### src/rtl/sys_irq_ctrl.sv
// OPB slave interrupt controller: synchronises 16 sources, latches them as pending
// (edge or level per source), masks them and drives irq_n with a post-ACK hold-off.
// Optional build macro SYS_IRQ_SOFTSET_EN adds the SOFTSET (write-1-set) register 6.
`timescale 1ns/1ps

module sys_irq_ctrl #(
    parameter logic [31:0] C_BASEADDR     = 32'h0000_0000,
    parameter logic [31:0] C_HIGHADDR     = 32'h0000_FFFF,
    parameter int          C_OPB_AWIDTH   = 32,
    parameter int          C_OPB_DWIDTH   = 32,
    parameter int          HOLDOFF_CYCLES = 8
) (
    input  logic                    OPB_Clk,
    input  logic                    OPB_Rst,
    input  logic [0:C_OPB_AWIDTH-1] OPB_ABus,
    input  logic [0:3]              OPB_BE,
    input  logic [0:C_OPB_DWIDTH-1] OPB_DBus,
    input  logic                    OPB_RNW,
    input  logic                    OPB_select,
    input  logic                    OPB_seqAddr,
    output logic [0:C_OPB_DWIDTH-1] Sl_DBus,
    output logic                    Sl_xferAck,
    output logic                    Sl_errAck,
    output logic                    Sl_retry,
    output logic                    Sl_toutSup,
    input  logic [15:0]             app_irq,
    output logic                    irq_n,
    output logic [4:0]              irq_vec
);

    localparam logic [3:0] REG_RAW     = 4'd0;
    localparam logic [3:0] REG_PEND    = 4'd1;
    localparam logic [3:0] REG_ENABLE  = 4'd2;
    localparam logic [3:0] REG_ACK     = 4'd3;
    localparam logic [3:0] REG_MODE    = 4'd4;
    localparam logic [3:0] REG_ACTIVE  = 4'd5;
`ifdef SYS_IRQ_SOFTSET_EN
    localparam logic [3:0] REG_SOFTSET = 4'd6;
`endif

    localparam logic [C_OPB_AWIDTH-1:0] BASE = C_OPB_AWIDTH'(C_BASEADDR);
    localparam logic [C_OPB_AWIDTH-1:0] SPAN = C_OPB_AWIDTH'(C_HIGHADDR - C_BASEADDR);
    localparam logic [7:0]              HOLD_LOAD = 8'(HOLDOFF_CYCLES - 1);

    typedef enum logic [1:0] {ST_IDLE, ST_ASSERT, ST_HOLDOFF} state_t;

    logic [C_OPB_AWIDTH-1:0] a_trans;
    logic                    a_match, start, wr, ack_wr, any_active;
    logic [3:0]              reg_sel;
    logic [15:0]             wdata, be_mask, ack_clr, soft_set;
    logic [15:0]             sync1, sync2, sync3, rise;
    logic [15:0]             pend, pend_next, enable, mode, active;
    logic [4:0]              vec_next;
    logic [C_OPB_DWIDTH-1:0] rd_data;
    logic [7:0]              cnt;
    state_t                  state;
    logic                    unused_ok;

    // Addresses below the base wrap to large offsets, so one compare covers the window.
    assign a_trans = OPB_ABus - BASE;
    assign a_match = (a_trans <= SPAN);
    assign reg_sel = a_trans[5:2];
    assign start   = a_match & OPB_select & ~Sl_xferAck;
    assign wr      = start & ~OPB_RNW;
    assign wdata   = OPB_DBus[16:31];
    assign be_mask = {{8{OPB_BE[2]}}, {8{OPB_BE[3]}}};
    assign ack_wr  = wr && (reg_sel == REG_ACK);
    assign ack_clr = ack_wr ? (wdata & be_mask) : '0;

`ifdef SYS_IRQ_SOFTSET_EN
    assign soft_set = (wr && reg_sel == REG_SOFTSET) ? (wdata & be_mask) : '0;
`else
    assign soft_set = '0;
`endif

    assign rise       = sync2 & ~sync3;
    // Set terms sit outside the clear mask, so a coincident set always wins over ACK.
    assign pend_next  = (mode & (rise | soft_set | (pend & ~ack_clr))) | (~mode & sync2);
    assign active     = pend & enable;
    assign any_active = |active;

    assign Sl_errAck  = 1'b0;
    assign Sl_retry   = 1'b0;
    assign Sl_toutSup = 1'b0;
    assign unused_ok  = ^{OPB_seqAddr, OPB_BE[0:1], OPB_DBus[0:15],
                          a_trans[C_OPB_AWIDTH-1:6], a_trans[1:0]};

    // NOTE: every always_comb output gets a default first so no path can infer a latch.
    always_comb begin
        vec_next = '0;
        for (int i = 15; i >= 0; i--) begin
            if (active[i]) vec_next = {1'b1, 4'(i)};
        end
    end

    always_comb begin
        rd_data = '0;
        case (reg_sel)
            REG_RAW:    rd_data = {16'b0, sync2};
            REG_PEND:   rd_data = {16'b0, pend};
            REG_ENABLE: rd_data = {16'b0, enable};
            REG_MODE:   rd_data = {16'b0, mode};
            REG_ACTIVE: rd_data = {11'b0, irq_vec, active};
            default:    rd_data = '0;
        endcase
    end

    // NOTE: sequential state uses non-blocking assignments so every flop samples pre-edge values.
    always_ff @(posedge OPB_Clk or posedge OPB_Rst) begin
        if (OPB_Rst) begin
            sync1      <= '0;
            sync2      <= '0;
            sync3      <= '0;
            pend       <= '0;
            enable     <= '0;
            mode       <= 16'hFFFF;
            Sl_xferAck <= 1'b0;
            Sl_DBus    <= '0;
            irq_vec    <= '0;
        end else begin
            sync1      <= app_irq;
            sync2      <= sync1;
            sync3      <= sync2;
            pend       <= pend_next;
            if (wr && reg_sel == REG_ENABLE) enable <= (enable & ~be_mask) | (wdata & be_mask);
            if (wr && reg_sel == REG_MODE)   mode   <= (mode & ~be_mask) | (wdata & be_mask);
            Sl_xferAck <= start;
            Sl_DBus    <= (start && OPB_RNW) ? rd_data : '0;
            irq_vec    <= vec_next;
        end
    end

    always_ff @(posedge OPB_Clk or posedge OPB_Rst) begin
        if (OPB_Rst) begin
            state <= ST_IDLE;
            irq_n <= 1'b1;
            cnt   <= '0;
        end else begin
            case (state)
                ST_IDLE: begin
                    if (any_active) begin
                        state <= ST_ASSERT;
                        irq_n <= 1'b0;
                    end
                end
                ST_ASSERT: begin
                    if (ack_wr) begin
                        state <= ST_HOLDOFF;
                        irq_n <= 1'b1;
                        cnt   <= HOLD_LOAD;
                    end else if (!any_active) begin
                        state <= ST_IDLE;
                        irq_n <= 1'b1;
                    end
                end
                ST_HOLDOFF: begin
                    if (cnt == 8'd0) begin
                        state <= any_active ? ST_ASSERT : ST_IDLE;
                        irq_n <= ~any_active;
                    end else begin
                        cnt <= cnt - 8'd1;
                    end
                end
                default: begin
                    state <= ST_IDLE;
                    irq_n <= 1'b1;
                end
            endcase
        end
    end

endmodule

### config.mk
export PLATFORM = sky130hd
export DESIGN_NAME = sys_irq_ctrl
export DESIGN_NICKNAME = d
export VERILOG_FILES = /design/src/rtl/sys_irq_ctrl.sv
export SDC_FILE = /design/constraint.sdc
export NUM_CORES = 1
export LEC_CHECK = 0
export ABC_AREA = 1
export CORE_MARGIN = 2
export CORE_UTILIZATION = 50
export CTS_CLUSTER_DIAMETER = 50
export DETAILED_ROUTE_END_ITERATION = 10
export PLACE_DENSITY_LB_ADDON = 0.3
export SLEW_MARGIN = 20
export SYNTH_ARGS = -nofsm -noshare
export SYNTH_HDL_FRONTEND = slang
export SYNTH_SLANG_ARGS = --single-unit
### constraint.sdc
create_clock -name OPB_Clk -period 7.4 [get_ports OPB_Clk]
set_clock_uncertainty 0.15 [all_clocks]
set_input_delay 2.22 -clock OPB_Clk [delete_from_list [all_inputs] [get_ports OPB_Clk]]
set_output_delay 2.22 -clock OPB_Clk [all_outputs]
set_load 0.01 [all_outputs]
==> flow_metrics.tcl, run 1 <==
set metrics [dict create \
    status "complete, no violations" \
    required_ns 7.60 \
    synth_area_leaders "dfrtp_1 (53%), nand2_1 (12%), dfstp_2 (8.1%), o21ai_0 (5.2%), inv_1 (3.3%)" \
    worstPathCellList "clkdlybuf4s50_1, inv_1, nand3_1, clkinv_1, nand2_1, o21ai_0, a221oi_1, a21oi_1" \
    drt-vias-per-instance 5.30 \
    synth_seq_area_share 0.608 \
    cts-resized-gates 0 \
    slew_violations 0 \
    die_height_um 109 \
    final_hold_viol_count 0 \
    regArea_sq_um 3370 \
    grt_max_degree 80 \
    p_int_mw 1.32 \
    leakage_nw 3.20 \
    n_fill_cell 842 \
    portBuffers 85 \
    slew_headroom 0.381 \
    cts-root-buf "clkbuf_8" \
    setup_viol 0 \
    placed_area_sq_um 6500 \
    grt_pass1_vias 4468 \
    pre_cts_ws_ns 2.71 \
    yosysMostFrequentCell "nand2_1" \
    peakVddDrop_uv 147 \
    min-delay-start "sync1[10]" \
    htree_levels 4 \
    cts_sinks 134 \
    drtPass1Iterations 6 \
    gp_congestion 0.822 \
    clock_path_buffers 2 \
    route.detailed.drc 0 \
    synth_commonest_cells "nand2_1 (171), dfrtp_1 (117), o21ai_0 (58), inv_1 (49), nand3_1 (25)" \
    setup-tns-final_ns 0 \
    clk_latency_ns 0.52 \
    synth_edf_count 0 \
    r2r_setup_slack_ns 5.22 \
    grt_pass1_wl_um 20900 \
    critPathLaunch "OPB_ABus[29]" \
    fmax_ghz 0.234 \
    power.clock.fraction 0.491 \
    start_util 0.512 \
    pwr-share-seq 0.462 \
    yosysWarnings 0 \
    via_count 4375 \
    grt_setup_unrepaired "false" \
    power_per_cell_area_nw_per_um2 233 \
    power.share.switching 0.201 \
    post-route-cell-area_sq_um 7080 \
    endpoint_kind "flip-flop" \
    syn_to_final_growth_pct 27.6 \
    grt_overflow 0 \
    min_path_type "flip-flop to flip-flop" \
    num_antenna_cells 0 \
    routed_wl_um 12700 \
    r2r-start "Sl_xferAck" \
    netlist_area_sq_um 5550 \
    die_width_um 109 \
    postCtsHoldBufs 0 \
    yosysUniqueCellTypes 38 \
    dpl.hpwl_um 8250 \
    core_sq_um 10800 \
    path_class "input pin to flip-flop" \
    first_iter_violations 290 \
    nNetsFinal 764 \
    avgSynthCellArea_sq_um 9.58 \
    ys_ff_latch 134 \
    synthFlopType "dfrtp_1" \
    setup_ws_ns 3.12 \
    post_cts_buffers 0 \
    min_period_ns 4.28 \
    multiInputGateArea_sq_um 1880 \
    drive_gt1_frac 0.0949 \
    path_max_fanout 10 \
    cts_inserted_buffers 17 \
    critical_path.top_delay_family "buffers and inverters" \
    num_io_pins 131 \
    critPathMaxStageDelay_ns 0.55 \
    wl_per_cell_um 15.4 \
    die_area_sq_um 12000 \
    worstMarginPinSlew_ns 0.928 \
    cts_tree "yes" \
    antenna_found_initial 0 \
    combPwrFrac 0.047 \
    cp.arrival_ns 4.48 \
    clkTransAtPathRegs_ns 0.05 \
    synthCells 579 \
    grt.total_usage 0.231 \
    synth_top_area_frac 0.528 \
    p_sw_mw 0.331 \
    async_reset_ff_frac 1.00 \
    start_kind "input pin" \
    finalCritPeriodShare 0.578 \
    fin_util 0.653 \
    worst-path-buf-inv 3 \
    crit_slowest_cell "clkdlybuf4s50_1" \
    max_cap_viol_count 0 \
    yosysTopAreaCell "dfrtp_1" \
    whs_ns 0.195 \
    drtAntennaViolNets 0 \
    rows 38 \
]
==> logic make-up (layout without fill, tap and decap cells) <==
logic type / count (synthesis) / in the layout / share of synthesized area
xor gates and xnor gates: 5 / 5 / 0.00789
and+or+nand+nor: 249 / 249 / 0.201
buffers and inverters: 77 / 170 / 0.0622
AOI/OAI and AO/OA: 111 / 111 / 0.115
other: 1 / 14 / 0.000676
adders and majority gates: 2 / 2 / 0.00451
DFF: 134 / 134 / 0.608
==> layout make-up <==
cell class,instances,share of cell area
Inverter,51,0.0278
Timing Repair Buffer,88,0.123
Clock buffer,28,0.0728
Multi-Input combinational cell,381,0.265
Sequential cell,134,0.477
Tap cell,140,0.0248
Clock inverter,3,0.00919
==> routing by layer <==
layer / wire length [um] / GRT usage / vias up
met5: 0 / 0 / -
met4: 201 / 0.106 / 0
met3: 1050 / 0.0581 / 21
met2: 6290 / 0.376 / 211
met1: 5150 / 0.291 / 2076
li1: - / - / 2067
==> layout by cell type, fill, tap and decap left out, drive strengths merged, types with 2 or more instances in the layout <==
master and n:
inv 50, or2 6, xor2 4, a21oi 19, a31oi 4, clkdlybuf4s50 85
clkinv 2, clkbuf 28, conb 14, o21ai 61, dfrtp 117, bufinv 2
nor2 24, buf 3, nor3b 7, a221oi 16, nor3 6, ha 2
nor4 2, nand2 173, dfstp 17, nand3 30, o22ai 9
==> per-stage QoR <==
stage                     std cells  power, mW
after detailed placement        794      0.851
after global routing            825       1.71
after floorplan                 592      0.809
after CTS                       825       1.66
after global placement          794      0.848
final                           825       1.65
==> power groups by stage <==
stage / Clock [mW] / Sequential, mW / Combinational, mW
after floorplan: 0 / 0.771 / 0.0385
after global placement: 0 / 0.773 / 0.0750
after detailed placement: 0 / 0.774 / 0.0768
after CTS: 0.823 / 0.762 / 0.0774
after global routing: 0.860 / 0.763 / 0.0853
final: 0.811 / 0.762 / 0.0768
==> final timing paths <==
kind,to,cells past startpoint
worst max-delay path,Sl_DBus[17],8
worst min-delay path,sync2[10],0
worst max register to register,Sl_DBus[25],5
worst min register to register,sync2[10],0
max in group asynchronous,sync2[14],3
min in group asynchronous,sync1[1],2
Note: power is estimated with default switching activity, not from simulation.
==> run 2, diff against run 1 <==
==> constraint.sdc (replaced) <==
create_clock -name OPB_Clk -period 4.35 [get_ports OPB_Clk]
set_clock_uncertainty 0.15 [all_clocks]
set_input_delay 1.305 -clock OPB_Clk [delete_from_list [all_inputs] [get_ports OPB_Clk]]
set_output_delay 1.305 -clock OPB_Clk [all_outputs]
set_load 0.01 [all_outputs]
==> flow_metrics.tcl, run 2 (synthesis gave the netlist of run 1 again) <==
set metrics [dict create \
    num_antenna_cells 0 \
    crit_end "Sl_DBus[24]" \
    syn_to_final_growth_pct 29.3 \
    first_iter_violations 278 \
    use_met1 0.287 \
    antenna_found_initial 0 \
    portBuffers 85 \
    cts_inserted_buffers 17 \
    pre_cts_ws_ns 0.641 \
    rr_worst_depth 5 \
    drt-vias-per-instance 5.28 \
    cts-root-buf "clkbuf_8" \
    htree_levels 4 \
    layout.cells.most_common_list "nand2_1 (171), dfrtp_1 (117), clkdlybuf4s50_1 (85)" \
    setup_viol 0 \
    grt_pass1_vias 4322 \
    path_max_fanout 16 \
    grt.total_usage 0.234 \
    slew_violations 0 \
    use_met3 0.0634 \
    min_path_type "flip-flop to flip-flop" \
    cp.depth 7 \
    core_sq_um 10800 \
    drtAntennaViolNets 0 \
    die_width_um 109 \
    grt_overflow 0 \
    fmax_ghz 0.311 \
    r2r-start "Sl_xferAck" \
    grt_pass1_wl_um 20700 \
    drtPass1Iterations 7 \
    critPathMaxStageDelay_ns 0.52 \
    die_area_sq_um 12000 \
    required_ns 4.62 \
    finalCritPeriodShare 0.740 \
    start_kind "input pin" \
    routed_wl_um 12900 \
    dp.cells 795 \
    clkTransAtPathRegs_ns 0.06 \
    die_height_um 109 \
    setup_ws_ns 1.13 \
    critical_path.top_delay_family "simple AND/OR/NAND/NOR gates" \
    leakage_nw 3.24 \
    final_common_cell "nand2_1" \
    worstPathCellList "clkdlybuf4s50_1, or2_1, nor3b_1, nand3_2, nor2_1, nand2_1, a21oi_1" \
    route.detailed.drc 0 \
    path_class "input pin to flip-flop" \
    rows 38 \
    worst-path-buf-inv 1 \
    clk_latency_ns 0.53 \
    postCtsHoldBufs 0 \
    setup-tns-final_ns 0 \
    dpl.hpwl_um 8320 \
    wl_per_cell_um 15.6 \
    use_met2 0.385 \
    final_hold_viol_count 0 \
    cts-resized-gates 0 \
    slew_headroom 0.429 \
    drive_gt1_frac 0.100 \
    clock_path_buffers 2 \
    grt_max_degree 135 \
    nNetsFinal 765 \
    critPathLaunch "OPB_ABus[14]" \
    crit_slowest_cell "nand2_1" \
    num_io_pins 131 \
    post_cts_buffers 0 \
    total_power_mw 3.00 \
    max_cap_viol_count 0 \
    status "complete, no violations" \
    cts_sinks 134 \
    power_per_cell_area_nw_per_um2 418 \
    min_period_ns 3.22 \
    cts_tree "yes" \
    busiest_layer "met2" \
    via_count 4363 \
    cp.arrival_ns 3.49 \
    stdcell_count 827 \
    start_util 0.512 \
    whs_ns 0.197 \
    worstMarginPinSlew_ns 0.855 \
    grt_setup_unrepaired "false" \
    r2r_setup_slack_ns 2.14 \
    gp_congestion 0.805 \
    worstReg2RegEnd "Sl_DBus[24]" \
    endpoint_kind "flip-flop" \
    peakVddDrop_uv 223 \
]
-- run 2: how the worst min path moves through the flow --
stage          cells past startpoint  slack [ns]        end  startpoint
2_1_floorplan                      0        0.18   sync2[0]    sync1[0]
3_3_place_gp                       0        0.18  sync2[14]   sync1[14]
3_5_place_dp                       0        0.19  sync2[10]   sync1[10]
4_1_cts                            0        0.20  sync2[10]   sync1[10]
5_1_grt                            0        0.20   sync2[7]    sync1[7]
6_report                           0        0.20   sync2[9]    sync1[9]
-- run 2: cell type report --
| class | count | area (sq um) |
|---|---|---|
| Timing Repair Buffer | 89 | 893 |
| Fill cell | 850 | 3670 |
| Clock buffer | 22 | 453 |
| Multi-Input combinational cell | 381 | 1880 |
| Inverter | 51 | 198 |
| Tap cell | 140 | 175 |
| Sequential cell | 134 | 3370 |
| Clock inverter | 10 | 200 |
-- run 2: per-layer routing --
metal,wire length [um],up-vias
met5,0,-
met4,263,0
met3,1000,25
met2,6280,171
met1,5350,2098
li1,-,2069
-- run 2: report_power, final --
part	switching (mW)	total (mW)	internal, mW
Combinational	0.0706	0.132	0.0612
Sequential	0.0178	1.30	1.28
Clock	0.498	1.57	1.07
Total	0.587	3.00	2.41
-- run 2: per-stage QoR --
| step | cell area, sq um | util |
|---|---|---|
| floorplan | 5600 | - |
| global placement | 6520 | 0.601 |
| detailed placement | 6520 | 0.601 |
| CTS | 7170 | 0.661 |
| global route | 7170 | 0.661 |
| finish | 7170 | 0.661 |
==> run 3, diff against run 2 <==
==> constraint.sdc (replaced) <==
create_clock -name OPB_Clk -period 3.05 [get_ports OPB_Clk]
set_clock_uncertainty 0.15 [all_clocks]
set_input_delay 0.915 -clock OPB_Clk [delete_from_list [all_inputs] [get_ports OPB_Clk]]
set_output_delay 0.915 -clock OPB_Clk [all_outputs]
set_load 0.01 [all_outputs]
==> flow_metrics.tcl, run 3 (synthesis gave the netlist of run 1 again) <==
set metrics [dict create \
    critical_path.top_delay_family "flip-flops" \
    drtAntennaViolNets 0 \
    clock_path_buffers 2 \
    power.share.switching 0.210 \
    syn_to_final_growth_pct 31.5 \
    post-route-cell-area_sq_um 7300 \
    drive_gt1_frac 0.122 \
    endpoint_kind "output pin" \
    start_kind "flip-flop" \
    cts_tree "yes" \
    p_int_mw 3.17 \
    pre_cts_ws_ns -0.0118 \
    die_area_sq_um 12000 \
    grt_pass1_vias 4579 \
    n_fill_cell 843 \
    r2r_setup_slack_ns 1.13 \
    layout.cells.most_common_list "nand2_1 (171), dfrtp_1 (117), clkdlybuf4s50_1 (85)" \
    regArea_sq_um 3370 \
    clkTransAtPathRegs_ns 0.06 \
    cp.arrival_ns 1.61 \
    postCtsHoldBufs 0 \
    slew_violations 0 \
    worst-path-buf-inv 1 \
    min-delay-start "sync1[5]" \
    setup-tns-final_ns 0 \
    num_antenna_cells 0 \
    power.clock.fraction 0.488 \
    finalCritPeriodShare 0.876 \
    p_sw_mw 0.840 \
    final_common_cell "nand2_1" \
    grt_overflow 0 \
    power_per_cell_area_nw_per_um2 549 \
    min_period_ns 2.67 \
    rr_worst_depth 9 \
    drt-vias-per-instance 5.31 \
    post_cts_buffers 0 \
    critPathMaxStageDelay_ns 0.54 \
    cts_sinks 134 \
    max_cap_viol_count 0 \
    routed_wl_um 13200 \
    grt_max_degree 50 \
    crit_slowest_cell "dfstp_2" \
    nNetsFinal 782 \
    status "complete, no violations" \
    leakage_nw 3.31 \
    htree_levels 4 \
    wl_per_cell_um 15.7 \
    gp_congestion 0.801 \
    cts_inserted_buffers 17 \
    via_count 4483 \
    die_height_um 109 \
    route.detailed.drc 0 \
    dpl.hpwl_um 8960 \
    r2r-start "state[1]" \
    grt_setup_unrepaired "false" \
    whs_endpoint "sync2[5]" \
    cts-root-buf "clkbuf_8" \
    placed_area_sq_um 6720 \
    worstReg2RegEnd "cnt[5]" \
    whs_ns 0.193 \
    final_hold_viol_count 0 \
    core_sq_um 10800 \
    antenna_found_initial 0 \
    path_class "flip-flop to output pin" \
    path_max_fanout 2 \
    peakVddDrop_uv 347 \
    grt.total_usage 0.243 \
    first_iter_violations 342 \
    die_width_um 109 \
    multiInputGateArea_sq_um 1880 \
    required_ns 1.98 \
    min_path_type "flip-flop to flip-flop" \
    grt_pass1_wl_um 21600 \
    fmax_ghz 0.374 \
    worstPathCellList "clkdlybuf4s50_1" \
    start_util 0.512 \
    clk_latency_ns 0.53 \
    whs_path_depth 0 \
    fin_util 0.673 \
    cts-resized-gates 0 \
    pwr-share-seq 0.461 \
    setup_viol 0 \
    drtPass1Iterations 5 \
    rows 38 \
    portBuffers 85 \
    num_io_pins 131 \
    setup_ws_ns 0.377 \
    combPwrFrac 0.051 \
]
==> run 3: changes by cell type in the layout (fill, tap and decap cells not counted) <==
cell,delta
buf_4,+11
bufinv_16,-4
clkinv_4,+1
clkinvlp_4,+1
clkbuf_8,+2
buf_12,+6
==> run 3: power by group through the flow <==
stage | combinational, mW | clock (mW) | sequential, mW
global route | 0.226 | 2.06 | 1.85
floorplan | 0.0937 | 0 | 1.87
detailed placement | 0.204 | 0 | 1.88
finish | 0.203 | 1.96 | 1.85
global placement | 0.199 | 0 | 1.88
CTS | 0.205 | 1.99 | 1.85
==> run 3: how the worst max path moves through the flow <==
| stage | depth (start not counted) | from | endpoint | slack [ns] |
|---|---|---|---|---|
| final | 1 | irq_n | irq_n | 0.38 |
| after global routing | 8 | OPB_ABus[14] | flip-flop | 0.27 |
| after CTS | 1 | irq_n | irq_n | 0.35 |
| after detailed placement | 8 | OPB_ABus[0] | flip-flop | -0.01 |
| after global placement | 8 | OPB_ABus[0] | flip-flop | 0.05 |
| after floorplan | 1 | OPB_Rst | Sl_DBus[11] | 0.33 |
==> run 3: final cells by class <==
cell class                 instances  area share
timing repair buffer             106       0.150
clock inverter                     8      0.0132
tap                              140      0.0240
clock buffer                      24      0.0658
inverter                          51      0.0271
sequential                       134       0.462
multi-input combinational        381       0.257
==> run 3: stage by stage <==
step | power, mW | cells
after floorplan | 1.96 | 592
after global placement | 2.07 | 812
after detailed placement | 2.08 | 812
after CTS | 4.04 | 844
after global routing | 4.14 | 844
final | 4.01 | 844
==> run 3: worst reg2reg max path, cell delays in order (launching register included) <==
cell and delay (ns):
dfrtp_1 0.36, inv_1 0.08, nor2_1 0.22, inv_1 0.14, a31oi_1 0.36, inv_1 0.18
nand2_4 0.16, inv_4 0.06, nand2_1 0.06, nand2_1 0.05
==> run 3: layer usage <==
| metal | vias to the layer above | wire length [um] | track usage |
|---|---|---|---|
| met4 | 0 | 341 | 0.118 |
| met3 | 33 | 1090 | 0.0611 |
| li1 | 2100 | - | - |
| met2 | 183 | 6490 | 0.399 |
| met1 | 2167 | 5330 | 0.303 |
| met5 | - | 0 | 0 |
